## src/rtl/sram_burst_ctrl_pkg.sv

```systemverilog
// Shared types and sizing for the SRAM burst controller and its read skid FIFO.
package sram_burst_ctrl_pkg;

  localparam int num_word      = 2048;
  localparam int num_bit       = 32;
  localparam int num_word_addr = $clog2(num_word);

  // Two entries cover the one-cycle macro read latency plus one held word.
  localparam int fifo_depth = 2;
  localparam int fifo_cnt_w = $clog2(fifo_depth + 1);
  localparam int fifo_ptr_w = $clog2(fifo_depth);

  typedef enum logic [1:0] {
    IDLE  = 2'd0,
    WRITE = 2'd1,
    READ  = 2'd2,
    DRAIN = 2'd3
  } state_t;

endpackage

```

## src/rtl/sram_burst_ctrl_if.sv

```systemverilog
// Command, write-data and read-data streams between a burst master and the controller.
// Handshake rule for all three streams: a transfer happens on the rising clock edge
// where valid && ready are both 1; the sender holds its payload stable while valid is
// high, and ready never depends combinationally on valid.
interface sram_burst_ctrl_if;
  import sram_burst_ctrl_pkg::*;

  logic                     cmd_valid;
  logic                     cmd_ready;
  logic                     cmd_write;
  logic [num_word_addr-1:0] cmd_addr;
  logic [num_word_addr-1:0] cmd_len;

  logic                     wr_valid;
  logic                     wr_ready;
  logic [num_bit-1:0]       wr_data;

  logic                     rd_valid;
  logic                     rd_ready;
  logic [num_bit-1:0]       rd_data;

  modport master (
    output cmd_valid, cmd_write, cmd_addr, cmd_len,
    input  cmd_ready,
    output wr_valid, wr_data,
    input  wr_ready,
    input  rd_valid, rd_data,
    output rd_ready
  );

  modport slave (
    input  cmd_valid, cmd_write, cmd_addr, cmd_len,
    output cmd_ready,
    input  wr_valid, wr_data,
    output wr_ready,
    output rd_valid, rd_data,
    input  rd_ready
  );

endinterface

```

## src/rtl/sram_rd_skid_fifo.sv

```systemverilog
// Two-entry register FIFO catching SRAM read data so reads survive backpressure.
module sram_rd_skid_fifo
  import sram_burst_ctrl_pkg::*;
(
  input  logic                  clk,
  input  logic                  flush,
  input  logic                  push,
  input  logic                  pop,
  input  logic [num_bit-1:0]    din,
  output logic [fifo_cnt_w-1:0] count,
  output logic [num_bit-1:0]    head
);

  logic [num_bit-1:0]    mem [fifo_depth];
  logic [fifo_ptr_w-1:0] wr_ptr;
  logic [fifo_ptr_w-1:0] rd_ptr;

  // Storage: data words carry no reset, only the pointers decide what is valid.
  always_ff @(posedge clk) begin
    if (push) mem[wr_ptr] <= din;
  end

  // Pointer and occupancy bookkeeping; flush empties the FIFO synchronously.
  always_ff @(posedge clk) begin
    if (flush) begin
      wr_ptr <= '0;
      rd_ptr <= '0;
      count  <= '0;
    end else begin
      if (push) wr_ptr <= wr_ptr + fifo_ptr_w'(1);
      if (pop)  rd_ptr <= rd_ptr + fifo_ptr_w'(1);
      count <= count + fifo_cnt_w'(push) - fifo_cnt_w'(pop);
    end
  end

  assign head = mem[rd_ptr];

endmodule

```

## src/rtl/sram_burst_ctrl.sv

```systemverilog
// Burst controller driving the 2048x32 SRAM macro pins: write bursts stream straight
// to the macro, read bursts return through a skid FIFO that hides the read latency.
module sram_burst_ctrl
  import sram_burst_ctrl_pkg::*;
(
  input  logic                     CLK,
  input  logic                     RST,
  sram_burst_ctrl_if.slave         bus,
  output logic                     busy,
  output logic                     CEB,
  output logic                     WEB,
  output logic [num_word_addr-1:0] A,
  output logic [num_bit-1:0]       D,
  input  logic [num_bit-1:0]       Q,
  output state_t                   dbg_state
);

  state_t                   state;
  logic [num_word_addr-1:0] addr;
  logic [num_word_addr-1:0] cnt;
  logic [num_word_addr-1:0] a_q;
  logic [num_bit-1:0]       d_q;
  logic                     inflight;

  logic [fifo_cnt_w-1:0]    fifo_count;
  logic [num_bit-1:0]       fifo_head;
  logic                     pop;
  logic                     wr_beat;
  logic                     rd_issue;
  logic [2:0]               occ;

  // Words held or still coming back from the macro once this cycle's pop is taken out.
  assign pop      = bus.rd_valid && bus.rd_ready;
  assign occ      = {1'b0, fifo_count} + {2'b00, inflight} - {2'b00, pop};
  assign rd_issue = (state == READ) && (occ < 3'(fifo_depth));
  assign wr_beat  = (state == WRITE) && bus.wr_valid;

  assign bus.cmd_ready = (state == IDLE);
  assign bus.wr_ready  = (state == WRITE);
  assign bus.rd_valid  = (fifo_count != '0);
  assign bus.rd_data   = fifo_head;
  assign busy          = (state != IDLE);
  assign dbg_state     = state;

  // Macro pins: active only on an access, otherwise deselected with A/D parked.
  assign CEB = !(wr_beat || rd_issue);
  assign WEB = !wr_beat;
  assign A   = (wr_beat || rd_issue) ? addr : a_q;
  assign D   = wr_beat ? bus.wr_data : d_q;

  // Burst FSM with address/count tracking, read-inflight flag and parked pin values.
  always_ff @(posedge CLK) begin
    if (RST) begin
      state    <= IDLE;
      addr     <= '0;
      cnt      <= '0;
      inflight <= 1'b0;
      a_q      <= '0;
      d_q      <= '0;
    end else begin
      inflight <= rd_issue;
      if (wr_beat || rd_issue) a_q <= addr;
      if (wr_beat)             d_q <= bus.wr_data;
      case (state)
        IDLE: begin
          if (bus.cmd_valid) begin
            addr  <= bus.cmd_addr;
            cnt   <= bus.cmd_len;
            state <= bus.cmd_write ? WRITE : READ;
          end
        end
        WRITE: begin
          if (bus.wr_valid) begin
            addr <= addr + num_word_addr'(1);
            cnt  <= cnt - num_word_addr'(1);
            if (cnt == '0) state <= IDLE;
          end
        end
        READ: begin
          if (rd_issue) begin
            addr <= addr + num_word_addr'(1);
            cnt  <= cnt - num_word_addr'(1);
            if (cnt == '0) state <= DRAIN;
          end
        end
        DRAIN: begin
          // Leave once nothing is in flight and the last buffered word is leaving.
          if (!inflight && ((fifo_count == '0) ||
                            ((fifo_count == fifo_cnt_w'(1)) && pop)))
            state <= IDLE;
        end
        default: state <= IDLE;
      endcase
    end
  end

  // Q is valid the cycle after a read issue; that is the only time it is captured.
  sram_rd_skid_fifo u_fifo (
    .clk   (CLK),
    .flush (RST),
    .push  (inflight),
    .pop   (pop),
    .din   (Q),
    .count (fifo_count),
    .head  (fifo_head)
  );

endmodule

```

## src/flat_wrapper.sv

```systemverilog
// flat-port wrapper written by rule: the top's interface ports become plain ports
module sram_burst_ctrl_flat import sram_burst_ctrl_pkg::*;
  (CLK, RST, busy, CEB, WEB, A, D, Q, dbg_state, bus_cmd_valid, bus_cmd_write, bus_cmd_addr, bus_cmd_len, bus_cmd_ready, bus_wr_valid, bus_wr_data, bus_wr_ready, bus_rd_valid, bus_rd_data, bus_rd_ready);
  sram_burst_ctrl_if bus_i ();
  input  logic CLK;
  input  logic RST;
  output logic busy;
  output logic CEB;
  output logic WEB;
  output logic [num_word_addr-1:0] A;
  output logic [num_bit-1:0] D;
  input  logic [num_bit-1:0] Q;
  output state_t dbg_state;
  input wire logic [$bits(bus_i.cmd_valid)-1:0] bus_cmd_valid;
  input wire logic [$bits(bus_i.cmd_write)-1:0] bus_cmd_write;
  input wire logic [$bits(bus_i.cmd_addr)-1:0] bus_cmd_addr;
  input wire logic [$bits(bus_i.cmd_len)-1:0] bus_cmd_len;
  output wire logic [$bits(bus_i.cmd_ready)-1:0] bus_cmd_ready;
  input wire logic [$bits(bus_i.wr_valid)-1:0] bus_wr_valid;
  input wire logic [$bits(bus_i.wr_data)-1:0] bus_wr_data;
  output wire logic [$bits(bus_i.wr_ready)-1:0] bus_wr_ready;
  output wire logic [$bits(bus_i.rd_valid)-1:0] bus_rd_valid;
  output wire logic [$bits(bus_i.rd_data)-1:0] bus_rd_data;
  input wire logic [$bits(bus_i.rd_ready)-1:0] bus_rd_ready;
  assign bus_i.cmd_valid = bus_cmd_valid;
  assign bus_i.cmd_write = bus_cmd_write;
  assign bus_i.cmd_addr = bus_cmd_addr;
  assign bus_i.cmd_len = bus_cmd_len;
  assign bus_cmd_ready = bus_i.cmd_ready;
  assign bus_i.wr_valid = bus_wr_valid;
  assign bus_i.wr_data = bus_wr_data;
  assign bus_wr_ready = bus_i.wr_ready;
  assign bus_rd_valid = bus_i.rd_valid;
  assign bus_rd_data = bus_i.rd_data;
  assign bus_i.rd_ready = bus_rd_ready;
  sram_burst_ctrl u_core (.CLK(CLK), .RST(RST), .bus(bus_i), .busy(busy), .CEB(CEB), .WEB(WEB), .A(A), .D(D), .Q(Q), .dbg_state(dbg_state));
endmodule
```

## config.mk

```make
export PLATFORM = sky130hd
export DESIGN_NAME = sram_burst_ctrl_flat
export DESIGN_NICKNAME = d
export VERILOG_FILES = /design/src/rtl/sram_burst_ctrl_pkg.sv /design/src/rtl/sram_burst_ctrl_if.sv /design/src/rtl/sram_rd_skid_fifo.sv /design/src/rtl/sram_burst_ctrl.sv /design/src/flat_wrapper.sv
export SDC_FILE = /design/constraint.sdc
export NUM_CORES = 1
export LEC_CHECK = 0
export CAP_MARGIN = 40
export CORE_ASPECT_RATIO = 0.9
export CORE_UTILIZATION = 43
export CTS_CLUSTER_DIAMETER = 100
export CTS_CLUSTER_SIZE = 8
export DETAILED_ROUTE_END_ITERATION = 8
export GPL_TIMING_DRIVEN = 0
export PLACE_DENSITY_LB_ADDON = 0.1
export SLEW_MARGIN = 20
export SYNTH_ARGS = -nofsm -noshare
export SYNTH_HDL_FRONTEND = slang
export SYNTH_SLANG_ARGS = --single-unit
```

## constraint.sdc

```tcl
create_clock -name CLK -period 4 [get_ports CLK]
set_clock_uncertainty 0.05 [all_clocks]
set_input_delay 1 -clock CLK [delete_from_list [all_inputs] [get_ports CLK]]
set_output_delay 1 -clock CLK [all_outputs]
set_load 0.05 [all_outputs]
```

==> impl_results.md <==
- Run status: finished with violations
- Violations in the final reports: setup timing
- Maximum achievable frequency: 0.233 GHz
- Sequential cell area fraction in the yosys report: between 50% and 60%
- Clock latency reported for the late side of the worst-skew pair: between 400 and 500 ps
- Worst setup slack for register-to-register paths: 920 ps
- Post-Synthesis Cells: roughly 480
- Number of synthesized register bits: between 100 and 150
- Average detailed-routed wire length per instance: around 16 um
- Largest net degree at the start of global routing: 26
- # clock sinks: 137
- Port Buf Inserts: 174
- DRT Wirelength: roughly 14 mm
- Fraction of final layout cells sized beyond drive strength 1: 21.9%
- Critical path startpoint category: primary input
- Number of top-level pins: about 180
- DRC violation count after routing: 0
- Routability Congestion: between 0.8 and 0.9
- Depth of the CTS H-tree: 4
- CP required: a little under 3000 ps
- Area after DPL: between 7000 and 8000 um^2
- WP data arrival: around 3200 ps
- Num CTS Buffers: 17
- Post-Syn Nets: about 580
- Clock tree from TritonCTS: built
- Via/cell ratio: roughly 5.2
- Detailed router's first-iteration violation count: roughly 310
- Floorplan die height: between 100 and 150 um
- Leakage: between 3 and 4 nW
- Part of the cycle the worst path needs: 107%
- Sort of element at the end of the critical path: primary output
- Post-synth EDFFs: 64
- Ys flop type: sky130_fd_sc_hd__dfxtp_1
- RSZ-0062 raised after global routing: yes
- Half-perimeter wire length of the detailed placement result: ~9.9 mm
- Relative max-transition margin: ~60%
- Post-route ant nets: 0
- Cell row count: 39
- Yosys Warn Count: 0
- Drt first pass iters: 4
- Horizontal extent of the die: between 100 and 150 um
- Final hold violation count: 0
- Core area: around 13000 um^2
- Post-CTS clock slew at the launch and capture registers of the worst setup and hold paths: 60 ps
- Root buffer cell: sky130_fd_sc_hd__clkbuf_16
- Worst Tran Pin Value: slightly below 600 ps
- Class of the tightest hold or removal check: flip-flop to flip-flop
- Layout overhead on the synthesized area: 49.8%
- Non-filler cells, final: 859
- Final worst hold slack: between 400 and 500 ps
- Global-route wire length before repair: ~23 mm
- Post-synth cell types: between 40 and 50
- Starting utilization of the core area: approximately 45%
- Number of antenna cells inserted: 0
- GRT Overall Usage: approximately 21%
- Number of antenna violations at the first check in global routing: 0
- Dpl ws: -1220 ps
- Worst VDD drop: approximately 0.64 mV
- Maximum clock insertion buffer count: 2
- Setup-violating endpoint count in the final report: 12
- Final cell area excluding filler cells: around 8700 um^2
- Final nets: between 700 and 800
- Final Max Tran Viols: 0
- Time the worst path needs with I/O delays and setup: around 4300 ps
- Final Worst Setup Slack: -290 ps
- Post-synthesis instance area: between 5000 and 6000 um^2
- Cell Pwr Density: just over 800 nW/um^2
- Die area: 14000 um^2
- Global-route congestion overflow total: 0
- Overall power after layout: roughly 7.1 mW
- Worst setup path class: primary input to primary output
- Cells after DPL: between 800 and 900
- Ys async rst share: 0%
- Total number of vias: 4440
- Worst-path fanout max: 5
- Synthesized area per cell: ~12 um^2
- Via count of the first global-routing pass: 4614
- Reported max-cap violation count: 0
-- sequential cells by signal, summed over array words and instances, names as in the netlist, named ones only --
| signal | flops |
|---|---|
| u_core.addr | 11 |
| u_core.a_q | 11 |
| u_core.d_q | 32 |
| u_core.dbg_state | 2 |
| u_core.u_fifo.mem | 64 |
| u_core.u_fifo.rd_ptr | 1 |
| u_core.u_fifo.count | 2 |
| u_core.inflight | 1 |
| u_core.u_fifo.wr_ptr | 1 |
| u_core.cnt | 11 |
-- per-layer routing --
metal | track usage, % | routed length [um] | vias up
met5 | 0 | 0 | -
met4 | 7.15 | 149 | 0
met3 | 7.29 | 1110 | 14
met2 | 33.4 | 6660 | 166
met1 | 25.7 | 6060 | 2125
li1 | - | - | 2135
-- logic make-up after synthesis --
group | synth area share, %
flops | 58.3
xor+xnor | 0.754
compound gates | 8.00
fa+ha+maj | 2.28
mux | 15.3
buf+inv | 2.80
simple gates | 12.6
-- layout make-up --
class	instances	area [um^2]
timing repair buffer	184	1910
sequential	137	3390
inverter	15	56.3
multi-input combinational	301	2380
tap	164	205
clock inverter	13	194
fill	948	4240
buffer	26	118
clock buffer	19	443
-- synth_stat cells (3+ instances only) --
cell type,number,area (um^2)
sky130_fd_sc_hd__and2_1,3,18.8
sky130_fd_sc_hd__xnor2_1,4,35.0
sky130_fd_sc_hd__dfxtp_1,73,1460
sky130_fd_sc_hd__nor2b_1,49,307
sky130_fd_sc_hd__inv_1,14,52.6
sky130_fd_sc_hd__a211oi_1,5,37.5
sky130_fd_sc_hd__ha_1,9,113
sky130_fd_sc_hd__a221oi_1,3,26.3
sky130_fd_sc_hd__buf_1,4,15.0
sky130_fd_sc_hd__nand4_1,4,25.0
sky130_fd_sc_hd__nor3_1,5,25.0
sky130_fd_sc_hd__a211o_1,3,26.3
sky130_fd_sc_hd__o21ai_0,14,70.1
sky130_fd_sc_hd__mux2_2,76,856
sky130_fd_sc_hd__edfxtp_1,64,1920
sky130_fd_sc_hd__nor2_1,26,97.6
sky130_fd_sc_hd__a21oi_1,27,135
sky130_fd_sc_hd__o32ai_1,9,78.8
sky130_fd_sc_hd__nand2_1,20,75.1
sky130_fd_sc_hd__nand2b_1,8,50.1
sky130_fd_sc_hd__a31oi_1,3,18.8
sky130_fd_sc_hd__clkbuf_1,19,71.3
sky130_fd_sc_hd__nand3_1,5,25.0
sky130_fd_sc_hd__mux2i_1,3,30.0
-- stage by stage --
step	setup TNS [ps]	utilization, %
after global placement	-22580	60.5
after global routing	-3860	67.2
after detailed placement	-23310	60.9
after floorplan	-453	-
after CTS	-6260	66.6
final	-3010	67.2
-- critical path: stages --
cell and delay [ps]:
sky130_fd_sc_hd__buf_6 90, sky130_fd_sc_hd__and2_4 140, sky130_fd_sc_hd__ha_4 250, sky130_fd_sc_hd__inv_2 30, sky130_fd_sc_hd__ha_4 150, sky130_fd_sc_hd__fa_2 390
sky130_fd_sc_hd__xnor2_4 210, sky130_fd_sc_hd__nor2_4 70, sky130_fd_sc_hd__a21boi_4 260, sky130_fd_sc_hd__buf_8 170, sky130_fd_sc_hd__mux2_4 320, sky130_fd_sc_hd__buf_8 150
-- report_power, final --
part	leakage, nW	switching (mW)	internal [mW]
Combinational	2.04	2.13	1.43
Sequential	1.17	0.189	1.73
Clock	0.296	0.602	1.07
-- final timing paths --
path / startpoint / end / cells past startpoint
worst max-delay path: bus_rd_ready / A[7] / 12
worst min-delay path: u_core.cnt[10] / u_core.cnt[10] / 2
worst max register to register: u_core.u_fifo.count[1] / u_core.cnt[7] / 12
worst min register to register: u_core.cnt[10] / u_core.cnt[10] / 2
-- cells in the final DEF (no fill, tap or decap), types with 11 or more instances in the layout --
cell type,count
sky130_fd_sc_hd__clkdlybuf4s50_1,132
sky130_fd_sc_hd__dfxtp_1,71
sky130_fd_sc_hd__mux2_2,65
sky130_fd_sc_hd__edfxtp_1,64
sky130_fd_sc_hd__nor2b_1,49
sky130_fd_sc_hd__a21oi_1,27
sky130_fd_sc_hd__nor2_1,24
sky130_fd_sc_hd__nand2_1,20
sky130_fd_sc_hd__dlygate4sd2_1,19
sky130_fd_sc_hd__clkbuf_1,18
sky130_fd_sc_hd__clkbuf_16,17
sky130_fd_sc_hd__o21ai_0,14
sky130_fd_sc_hd__inv_1,13
sky130_fd_sc_hd__mux2_4,11
-- timing repair --
item,4_1_cts,5_1_grt
buffers inserted,4,4
endpoints found under the setup margin,42,22
hold buffers,0,0
pin swaps,6,5
gates resized for setup,118,26
cloned,1,0
No activity file was read; power rests on OpenSTA's default activity.
